File: src/rtl/div_issue_ctrl_if.sv
// Request/response handshake bundle between the execute stage and the
// divider sequencing stage (div_issue_ctrl).
//   master : execute-stage side (issues requests, consumes results)
//   slave  : div_issue_ctrl side
interface div_issue_ctrl_if #(
  parameter int unsigned TAG_W = 5
);
  logic             in_valid;
  logic             in_ready;
  logic [31:0]      in_dividend;
  logic [31:0]      in_divisor;
  logic             in_is_rem;
  logic [TAG_W-1:0] in_tag;

  logic             out_valid;
  logic             out_ready;
  logic [31:0]      out_result;
  logic [TAG_W-1:0] out_tag;
  logic             out_dbz;

  modport master (
    output in_valid, in_dividend, in_divisor, in_is_rem, in_tag, out_ready,
    input  in_ready, out_valid, out_result, out_tag, out_dbz
  );

  modport slave (
    input  in_valid, in_dividend, in_divisor, in_is_rem, in_tag, out_ready,
    output in_ready, out_valid, out_result, out_tag, out_dbz
  );
endinterface

File: src/rtl/div_issue_ctrl.sv
// Sequencing stage in front of the 32-bit combinational signed divider.
// Accepts one DIV/REM request, holds the operands on the divider for LATENCY
// cycles, then returns the sampled quotient/remainder with its tag.
// RISC-V corner cases (divide by zero, overflow, divisor == INT_MIN) bypass
// the divider and complete one cycle after acceptance.
// Optional build macro DIV_REM_FUSE_EN: one-entry result cache so a DIV/REM
// pair on identical operands needs only one divider pass.
module div_issue_ctrl #(
  parameter int unsigned LATENCY = 4,
  parameter int unsigned TAG_W   = 5
) (
  input  logic             clk,
  input  logic             rst_n,
  input  logic             flush,
  div_issue_ctrl_if.slave  bus,
  output logic [31:0]      div_dividend,
  output logic [31:0]      div_divisor,
  input  logic [31:0]      div_quotient,
  input  logic [31:0]      div_remainder,
  output logic             busy
);

  localparam logic [31:0] INT_MIN = 32'h8000_0000;
  localparam int unsigned CNT_W   = (LATENCY > 1) ? $clog2(LATENCY) : 1;

  typedef enum logic [1:0] {
    S_IDLE,
    S_WAIT,
    S_DONE
  } state_t;

  state_t           state_q;
  state_t           state_d;
  logic [CNT_W-1:0] cnt_q;
  logic             is_rem_q;
  logic [TAG_W-1:0] tag_q;
  logic [31:0]      res_q;
  logic [TAG_W-1:0] out_tag_q;
  logic             dbz_q;

  logic             accept;
  logic             wait_done;
  logic             op_div0;
  logic             op_ovf;
  logic             op_dmin;
  logic             fast_path;
  logic [31:0]      fast_q;
  logic [31:0]      fast_r;
  logic [31:0]      fast_res;
  logic             cache_hit;
  logic [31:0]      cache_res;

  assign accept    = (state_q == S_IDLE) && bus.in_valid && !flush;
  assign wait_done = (state_q == S_WAIT) && (cnt_q == '0);

  // Corner-case detection and the architecturally defined results for them
  always_comb begin
    op_div0 = (bus.in_divisor == '0);
    op_ovf  = (bus.in_dividend == INT_MIN) && (bus.in_divisor == '1);
    op_dmin = (bus.in_divisor == INT_MIN);
    fast_q  = '0;
    fast_r  = '0;
    if (op_div0) begin
      fast_q = '1;
      fast_r = bus.in_dividend;
    end else if (op_ovf) begin
      fast_q = INT_MIN;
      fast_r = '0;
    end else if (op_dmin) begin
      fast_q = (bus.in_dividend == INT_MIN) ? 32'd1 : 32'd0;
      fast_r = (bus.in_dividend == INT_MIN) ? 32'd0 : bus.in_dividend;
    end
    fast_path = op_div0 || op_ovf || op_dmin;
    fast_res  = bus.in_is_rem ? fast_r : fast_q;
  end

`ifdef DIV_REM_FUSE_EN
  logic        cache_vld;
  logic [31:0] cache_a;
  logic [31:0] cache_b;
  logic [31:0] cache_q;
  logic [31:0] cache_r;

  // Remember the last completed divider pass; only reset invalidates it
  always_ff @(posedge clk or negedge rst_n) begin
    if (!rst_n) begin
      cache_vld <= 1'b0;
      cache_a   <= '0;
      cache_b   <= '0;
      cache_q   <= '0;
      cache_r   <= '0;
    end else if (wait_done && !flush) begin
      cache_vld <= 1'b1;
      cache_a   <= div_dividend;
      cache_b   <= div_divisor;
      cache_q   <= div_quotient;
      cache_r   <= div_remainder;
    end
  end

  assign cache_hit = cache_vld && (bus.in_dividend == cache_a) &&
                     (bus.in_divisor == cache_b);
  assign cache_res = bus.in_is_rem ? cache_r : cache_q;
`else
  assign cache_hit = 1'b0;
  assign cache_res = '0;
`endif

  // State register
  always_ff @(posedge clk or negedge rst_n) begin
    if (!rst_n) state_q <= S_IDLE;
    else        state_q <= state_d;
  end

  // Next-state logic; flush overrides every transition
  always_comb begin
    state_d = state_q;
    case (state_q)
      S_IDLE: if (bus.in_valid) state_d = (fast_path || cache_hit) ? S_DONE : S_WAIT;
      S_WAIT: if (cnt_q == '0) state_d = S_DONE;
      S_DONE: if (bus.out_ready) state_d = S_IDLE;
      default: state_d = S_IDLE;
    endcase
    if (flush) state_d = S_IDLE;
  end

  // Handshake/status outputs decoded from state
  always_comb begin
    bus.in_ready  = (state_q == S_IDLE);
    bus.out_valid = (state_q == S_DONE);
    busy          = (state_q != S_IDLE);
  end

  // Operand capture, window countdown and result registers; out_* are only
  // written on the transition into DONE so they stay put after the handshake
  always_ff @(posedge clk or negedge rst_n) begin
    if (!rst_n) begin
      div_dividend <= '0;
      div_divisor  <= '0;
      cnt_q        <= '0;
      is_rem_q     <= 1'b0;
      tag_q        <= '0;
      res_q        <= '0;
      out_tag_q    <= '0;
      dbz_q        <= 1'b0;
    end else if (accept) begin
      div_dividend <= bus.in_dividend;
      div_divisor  <= bus.in_divisor;
      is_rem_q     <= bus.in_is_rem;
      tag_q        <= bus.in_tag;
      if (fast_path) begin
        res_q     <= fast_res;
        dbz_q     <= op_div0;
        out_tag_q <= bus.in_tag;
      end else if (cache_hit) begin
        res_q     <= cache_res;
        dbz_q     <= 1'b0;
        out_tag_q <= bus.in_tag;
      end else begin
        cnt_q <= CNT_W'(LATENCY - 1);
      end
    end else if ((state_q == S_WAIT) && !flush) begin
      if (cnt_q != '0) begin
        cnt_q <= cnt_q - 1'b1;
      end else begin
        res_q     <= is_rem_q ? div_remainder : div_quotient;
        dbz_q     <= 1'b0;
        out_tag_q <= tag_q;
      end
    end
  end

  assign bus.out_result = res_q;
  assign bus.out_tag    = out_tag_q;
  assign bus.out_dbz    = dbz_q;

endmodule

File: src/flat_wrapper.sv
// flat-port wrapper written by rule: the top's interface ports become plain ports
module div_issue_ctrl_flat 
#(
  parameter int unsigned LATENCY = 4,
  parameter int unsigned TAG_W   = 5
)
  (clk, rst_n, flush, div_dividend, div_divisor, div_quotient, div_remainder, busy, bus_in_valid, bus_in_dividend, bus_in_divisor, bus_in_is_rem, bus_in_tag, bus_out_ready, bus_in_ready, bus_out_valid, bus_out_result, bus_out_tag, bus_out_dbz);
  div_issue_ctrl_if #(.TAG_W(TAG_W)) bus_i ();
  input  logic clk;
  input  logic rst_n;
  input  logic flush;
  output logic [31:0] div_dividend;
  output logic [31:0] div_divisor;
  input  logic [31:0] div_quotient;
  input  logic [31:0] div_remainder;
  output logic busy;
  input wire logic [$bits(bus_i.in_valid)-1:0] bus_in_valid;
  input wire logic [$bits(bus_i.in_dividend)-1:0] bus_in_dividend;
  input wire logic [$bits(bus_i.in_divisor)-1:0] bus_in_divisor;
  input wire logic [$bits(bus_i.in_is_rem)-1:0] bus_in_is_rem;
  input wire logic [$bits(bus_i.in_tag)-1:0] bus_in_tag;
  input wire logic [$bits(bus_i.out_ready)-1:0] bus_out_ready;
  output wire logic [$bits(bus_i.in_ready)-1:0] bus_in_ready;
  output wire logic [$bits(bus_i.out_valid)-1:0] bus_out_valid;
  output wire logic [$bits(bus_i.out_result)-1:0] bus_out_result;
  output wire logic [$bits(bus_i.out_tag)-1:0] bus_out_tag;
  output wire logic [$bits(bus_i.out_dbz)-1:0] bus_out_dbz;
  assign bus_i.in_valid = bus_in_valid;
  assign bus_i.in_dividend = bus_in_dividend;
  assign bus_i.in_divisor = bus_in_divisor;
  assign bus_i.in_is_rem = bus_in_is_rem;
  assign bus_i.in_tag = bus_in_tag;
  assign bus_i.out_ready = bus_out_ready;
  assign bus_in_ready = bus_i.in_ready;
  assign bus_out_valid = bus_i.out_valid;
  assign bus_out_result = bus_i.out_result;
  assign bus_out_tag = bus_i.out_tag;
  assign bus_out_dbz = bus_i.out_dbz;
  div_issue_ctrl #(.LATENCY(LATENCY), .TAG_W(TAG_W)) u_core (.clk(clk), .rst_n(rst_n), .flush(flush), .bus(bus_i), .div_dividend(div_dividend), .div_divisor(div_divisor), .div_quotient(div_quotient), .div_remainder(div_remainder), .busy(busy));
endmodule
File: config.mk
export PLATFORM = sky130hd
export DESIGN_NAME = div_issue_ctrl_flat
export DESIGN_NICKNAME = d
export VERILOG_FILES = /design/src/rtl/div_issue_ctrl_if.sv /design/src/rtl/div_issue_ctrl.sv /design/src/flat_wrapper.sv
export SDC_FILE = /design/constraint.sdc
export NUM_CORES = 1
export LEC_CHECK = 0
export CORE_MARGIN = 8
export CORE_UTILIZATION = 42
export DETAILED_ROUTE_END_ITERATION = 8
export HOLD_SLACK_MARGIN = 0.03
export PLACE_DENSITY_LB_ADDON = 0.1
export SETUP_SLACK_MARGIN = 0.1
export SLEW_MARGIN = 10
export SYNTH_ARGS = -nofsm -noshare
export SYNTH_HDL_FRONTEND = slang
export SYNTH_SLANG_ARGS = --single-unit
File: constraint.sdc
create_clock -name clk -period 2.1 [get_ports clk]
set_input_delay 0.21 -clock clk [delete_from_list [all_inputs] [get_ports clk]]
set_output_delay 0.21 -clock clk [all_outputs]
set_load 0.01 [all_outputs]
## Yosys cells after proc, flatten, opt, wreduce, memory -nomap -nowiden

Index checks and enable logic that the tools add are counted.

- Add/sub/neg operators: 1
- Equality and inequality tests: 11
- Multiplexer cells: 32
- Reduce and logical (&&, ||, !) cells: 17

Operator list:

| cell | count |
|---|---|
| $mux W32 | 13 |
| $eq A32 B32 Y1 const B | 3 |
| $logic_not A32 Y1 | 1 |
| $mux W5 | 4 |
| $mux W2 | 9 |
| $ne A3 B3 Y1 const B | 3 |
| $reduce_and A3 Y1 | 3 |
| $reduce_bool A2 Y1 | 4 |
| $pmux W2 S3 | 1 |
| $mux W1 | 5 |
| $logic_and A1 B1 Y1 | 4 |
| $logic_not A2 Y1 | 2 |
| $ne A2 B2 Y1 const B | 2 |
| $eq A2 B1 Y1 const B | 1 |
| $eq A2 B2 Y1 const B | 1 |
| $logic_or A1 B1 Y1 | 2 |
| $ne A2 B1 Y1 const B | 1 |
| $sub A2 B1 Y2 const B | 1 |
| $logic_not A1 Y1 | 1 |

- Output and inout port bits: 105
- Register bits after elaboration: 112
- Bits of input ports: 139

## Longest topological paths before layout

- Depth in word-level cells: 8
- Mapped depth: 8
- Mapped depth without buffers: 6

## Least setup slack after synthesis

No wires, ideal clock.

- Path type: input-to-reg
- Start point: input bus_in_divisor[11]
- End point: register u_core.res_q[10], in the netlist u_core.bus.out_result[10]
- Path buffers: 2
- Arrival: 1.941 ns
- Required time: 1.975 ns
- Stages on the path: 8
- Path slack: 0.035 ns
- Setup time: 0.125 ns
- Path through: nor4_1 > nand2_1 > nor4_4 > nor2b_1 > o21ai_1 > buf_4 > buf_6 > mux2_2

- Word-level cells in the longest chain between the ends: 7

RTL lines:

| what | line | RTL |
|---|---|---|
| from (decl) | flat_wrapper.sv:19 | `input wire logic [$bits(bus_i.in_divisor)-1:0] bus_in_divisor;` |
| $eq A32 B32 Y1 (on tied branches) | div_issue_ctrl.sv:60, div_issue_ctrl.sv:59 |  |
| $mux W32 / $logic_and A1 B1 Y1 (equally long branches) | div_issue_ctrl.sv:69, div_issue_ctrl.sv:59 |  |
| $mux W32 | div_issue_ctrl.sv:66 | `end else if (op_ovf) begin` |
| $mux W32 | div_issue_ctrl.sv:63 | `if (op_div0) begin` |
| $mux W32 | div_issue_ctrl.sv:74 | `fast_res = bus.in_is_rem ? fast_r : fast_q;` |
| $mux W32 | div_issue_ctrl.sv:151 | `if (fast_path) begin` |
| $mux W32 | div_issue_ctrl.sv:146 | `end else if (accept) begin` |
| to (signal assigned) | div_issue_ctrl.sv:152 | `res_q <= fast_res;` |
| to (signal assigned) | div_issue_ctrl.sv:156 | `res_q <= cache_res;` |
| to (signal assigned) | div_issue_ctrl.sv:166 | `res_q <= is_rem_q ? div_remainder : div_quotient;` |
| to (decl) | div_issue_ctrl.sv:37 | `logic [31:0] res_q;` |

Several ways; a longest one is shown, not always the timed one. The select of a mux whose other input is x is not followed.
A chain may end at the register's enable or synchronous reset.

## Worst setup path after layout

- Start point: input bus_in_divisor[22]
- End point: register u_core.res_q[2], in the netlist u_core.bus.out_result[2]

The elaborated chain is that of the path after synthesis.

==> run metrics <==
outcome finished, final reports clean; Power per Cell Area 913 mW/mm²; category of cells accounting for the largest share of critical-path delay simple AND/OR/NAND/NOR gates; leakage component of the power 0.00446 µW; number of sinks on the clock net 112; count of nets left with antenna violations after detail routing 0; total die area 0.0166 mm²; final non-filler cell total 1064; max-capacitance violation count 0; fill cell count 934; share of total power in combinational logic 43.3%; Iteration-0 DRC Markers 432; CTS tree yes; period utilisation layout 95.8%; Max Slew Vio Count 0; setup repair after global routing missed its margin yes; CP max FO 9; Synth Net Count 702; Min Hold Slack 0.106 ns; Fin Setup TNS 0 ns; total power consumption of the routed design 8620 µW; clock network fraction of total power 19.0%; sequential cell area in the final layout 0.00280 mm²; Crit path top cell by count buf_6; EDFF count, synth 0; sequential-to-total area share from yosys stat 52.3%; data required time at the worst endpoint 2.39 ns; transition time at the pin with the least slew margin 0.399 ns; via count normalized by instance count 5.34; async set-or-reset flop fraction in the synthesized netlist 100%; Fin Clk Skew 0.00702 ns; minimum clock period after layout 2.01 ns; DRC errors left 0; Post-Layout Inst Area 0.00944 mm²; fmax 0.497 GHz; buffering stage count on the worst path with inverters included 6; internal power component 5820 µW; Synth Cell Area 0.00536 mm²; number of library cell types mapped by synthesis 39; HP Class input pin to flip-flop; number of CTS-inserted buffers 9; pin count of the biggest net entering global routing 63; Synth Area per Inst 9.54 µm²; number of levels the H-tree was split into 3; crit-path max cell delay 0.42 ns; Warnings, synthesis 0; aggregate global routing overflow 0; synthesized instance count 562; First-pass DRT Iterations 6; predominant post-synthesis flop cell dfrtp_1; switching part of the total 32.4%; worst-case headroom to the max-slew limit 73.4%; num rows 41; area inside the core boundary 0.0126 mm²; Buffers on Ports 243; number of antenna violations at the first check in global routing 0; worst skew pair latency 0.35 ns; CP Class input pin to flip-flop; data arrival time of the worst path 2.30 ns; maximum resistive drop on vdd 0.559 mV; post-synthesis register bit count 112; count of endpoints failing setup in the final report 0; WL/cell 20.1 µm; sum of net half-perimeters after detailed placement 15.5 mm; first-pass GRT wire length 32.2 mm; count of endpoints failing hold in the final timing report 0; Longest Clk Path Bufs 2; total cell area at the placement stage 0.00867 mm²; fin nets 1027; share of final-layout standard cells stronger than drive strength 1 25.9%; # diodes 0; effective utilization at floorplan 42.7%; overall track demand over capacity in global routing 25.0%; number of cells in the design after placement 1023; chain of cells forming the critical path buf_6 > buf_6 > nor4_4 > nand2_2 > nor4_4 > buf_4 > buf_8 > buf_12 > buf_6 > nand4_1 > a22oi_2 > mux2_4; reported net switching power 2790 µW; routed vias 5678; number of placed I/O pins 244; Final Routed Wirelength 21.4 mm; launching element type of the critical path input pin; sequential power share 37.7%; CTS Root Cell clkbuf_16; Placer Congestion 0.874; Die Height 129 µm; Die X-Extent 129 µm; area growth from synthesis to final layout 76.0%; category of the worst setup path capture point flip-flop; multi-input combinational cell area 0.00275 mm²; vias in the first global route 5860; Critical Path Slowest Stage Cell nor4_4; register clock-pin slew on the reported worst setup and hold paths 0.07 ns
[layer usage]
layer / vias to the layer above / track usage, % / share of wire [%]
met4: 0 / 7.60 / 2.1
met5: - / 0 / 0
met3: 33 / 5.05 / 7.4
met1: 2770 / 30.9 / 40
met2: 270 / 42.9 / 51
li1: 2605 / - / -
[placed cells by master (no fill, tap or decap), types with 2 or more instances in the layout]
master	instances
a22oi_1	26
a22oi_2	4
and4_4	2
buf_12	8
buf_16	5
buf_4	79
buf_6	22
buf_8	2
clkbuf_1	3
clkbuf_16	9
clkbuf_2	32
clkbuf_8	2
clkdlybuf4s15_1	10
clkdlybuf4s50_1	178
dfrtp_1	111
dlygate4sd2_1	15
inv_1	5
mux2_4	35
mux2i_1	32
nand2_1	212
nand2_2	2
nand3_1	4
nand4_1	39
nor2_1	4
nor2b_1	2
nor4_2	7
nor4_4	9
[stage by stage]
step           setup slack (ns)  util (%)
3_5_place_dp             -0.789      69.0
4_1_cts                  0.0902      74.5
3_3_place_gp             -0.762      69.0
5_1_grt                  0.0462      75.1
6_report                 0.0887      75.1
2_1_floorplan            0.0447         -
[logic make-up (layout without fill, tap and decap cells)]
family                     Yosys count  count (layout)  share of synthesized area [%]
AOI/OAI and AO/OA                   43              43                           5.83
adders and majority gates            1               1                          0.233
buffers and inverters               45             375                           3.52
DFF                                112             112                           52.3
muxes                               69              69                           13.7
and+or+nand+nor                    292             292                           24.4
[sequential cells by signal (all words and copies together) (netlist names)]
| register | cells |
|---|---|
| u_core.bus.out_dbz | 1 |
| u_core.bus.out_result | 32 |
| u_core.bus.out_tag | 5 |
| u_core.cnt_q | 2 |
| u_core.div_dividend | 32 |
| u_core.div_divisor | 32 |
| u_core.is_rem_q | 1 |
| u_core.state_q | 2 |
| u_core.tag_q | 5 |
[worst reg2reg max path: cells and delay by family, from the launching register on]
kind / cells / cell delay [ns]
simple gates: 2 / 0.27
mux: 1 / 0.28
compound gates: 2 / 0.44
buf+inv: 2 / 0.39
flops: 1 / 0.39
[final timing paths]
| kind | startpoint | to | slack [ns] | cells after the start |
|---|---|---|---|---|
| max | bus_in_divisor[22] | u_core.bus.out_result[2]$_DFFE_PN0P_ | 0.09 | 12 |
| min | bus_in_divisor[5] | u_core.div_divisor[5]$_DFFE_PN0P_ | 0.11 | 3 |
| max reg2reg | u_core.state_q[0]$_DFFE_PN0P_ | u_core.bus.out_result[1]$_DFFE_PN0P_ | 0.22 | 7 |
| min reg2reg | u_core.div_divisor[6]$_DFFE_PN0P_ | u_core.div_divisor[6]$_DFFE_PN0P_ | 0.47 | 2 |
| max in group asynchronous | rst_n | u_core.bus.out_result[29]$_DFFE_PN0P_ | 1.20 | 3 |
| min in group asynchronous | rst_n | u_core.div_divisor[4]$_DFFE_PN0P_ | 0.32 | 2 |
[synthesized netlist by cell type (2+ instances only)]
| cell type | count | area share, % |
|---|---|---|
| mux2i_1 | 32 | 6.0 |
| o21ai_1 | 2 | 0.19 |
| nor4_1 | 16 | 1.9 |
| inv_1 | 5 | 0.35 |
| a22oi_1 | 30 | 4.2 |
| buf_6 | 2 | 0.42 |
| and4_1 | 2 | 0.33 |
| dfrtp_1 | 112 | 52 |
| a21oi_1 | 2 | 0.19 |
| nand2_1 | 214 | 15 |
| mux2_2 | 35 | 7.3 |
| nand4_1 | 39 | 4.5 |
| nor2_1 | 5 | 0.35 |
| clkbuf_1 | 35 | 2.4 |
| nor2b_1 | 3 | 0.35 |
| mux2_1 | 2 | 0.42 |
| nand3_1 | 4 | 0.37 |
[final cells by class]
class,instances,area share (%)
flip-flops and latches,112,29.7
multi-input cells,405,29.2
inverters,5,0.199
well taps,172,2.28
clock buffers,14,2.80
clock inverters,2,0.146
repair buffers,354,35.7
[power by group through the flow]
stage               sequential [µW]  clock [µW]  combinational, µW
floorplan                      3500           0               1130
global placement               3240           0               3510
detailed placement             3260           0               3600
CTS                            3240        1650               3680
global route                   3330        1750               3980
finish                         3250        1630               3730
[what timing repair did]
action	CTS	global route
pin swaps	21	32
gates cloned	6	0
hold endpoints to repair	23	0
setup endpoints to repair	42	37
setup buffers	15	3
resized for setup	128	113
hold buffers	1	0
(Power assumes the default switching activity.)
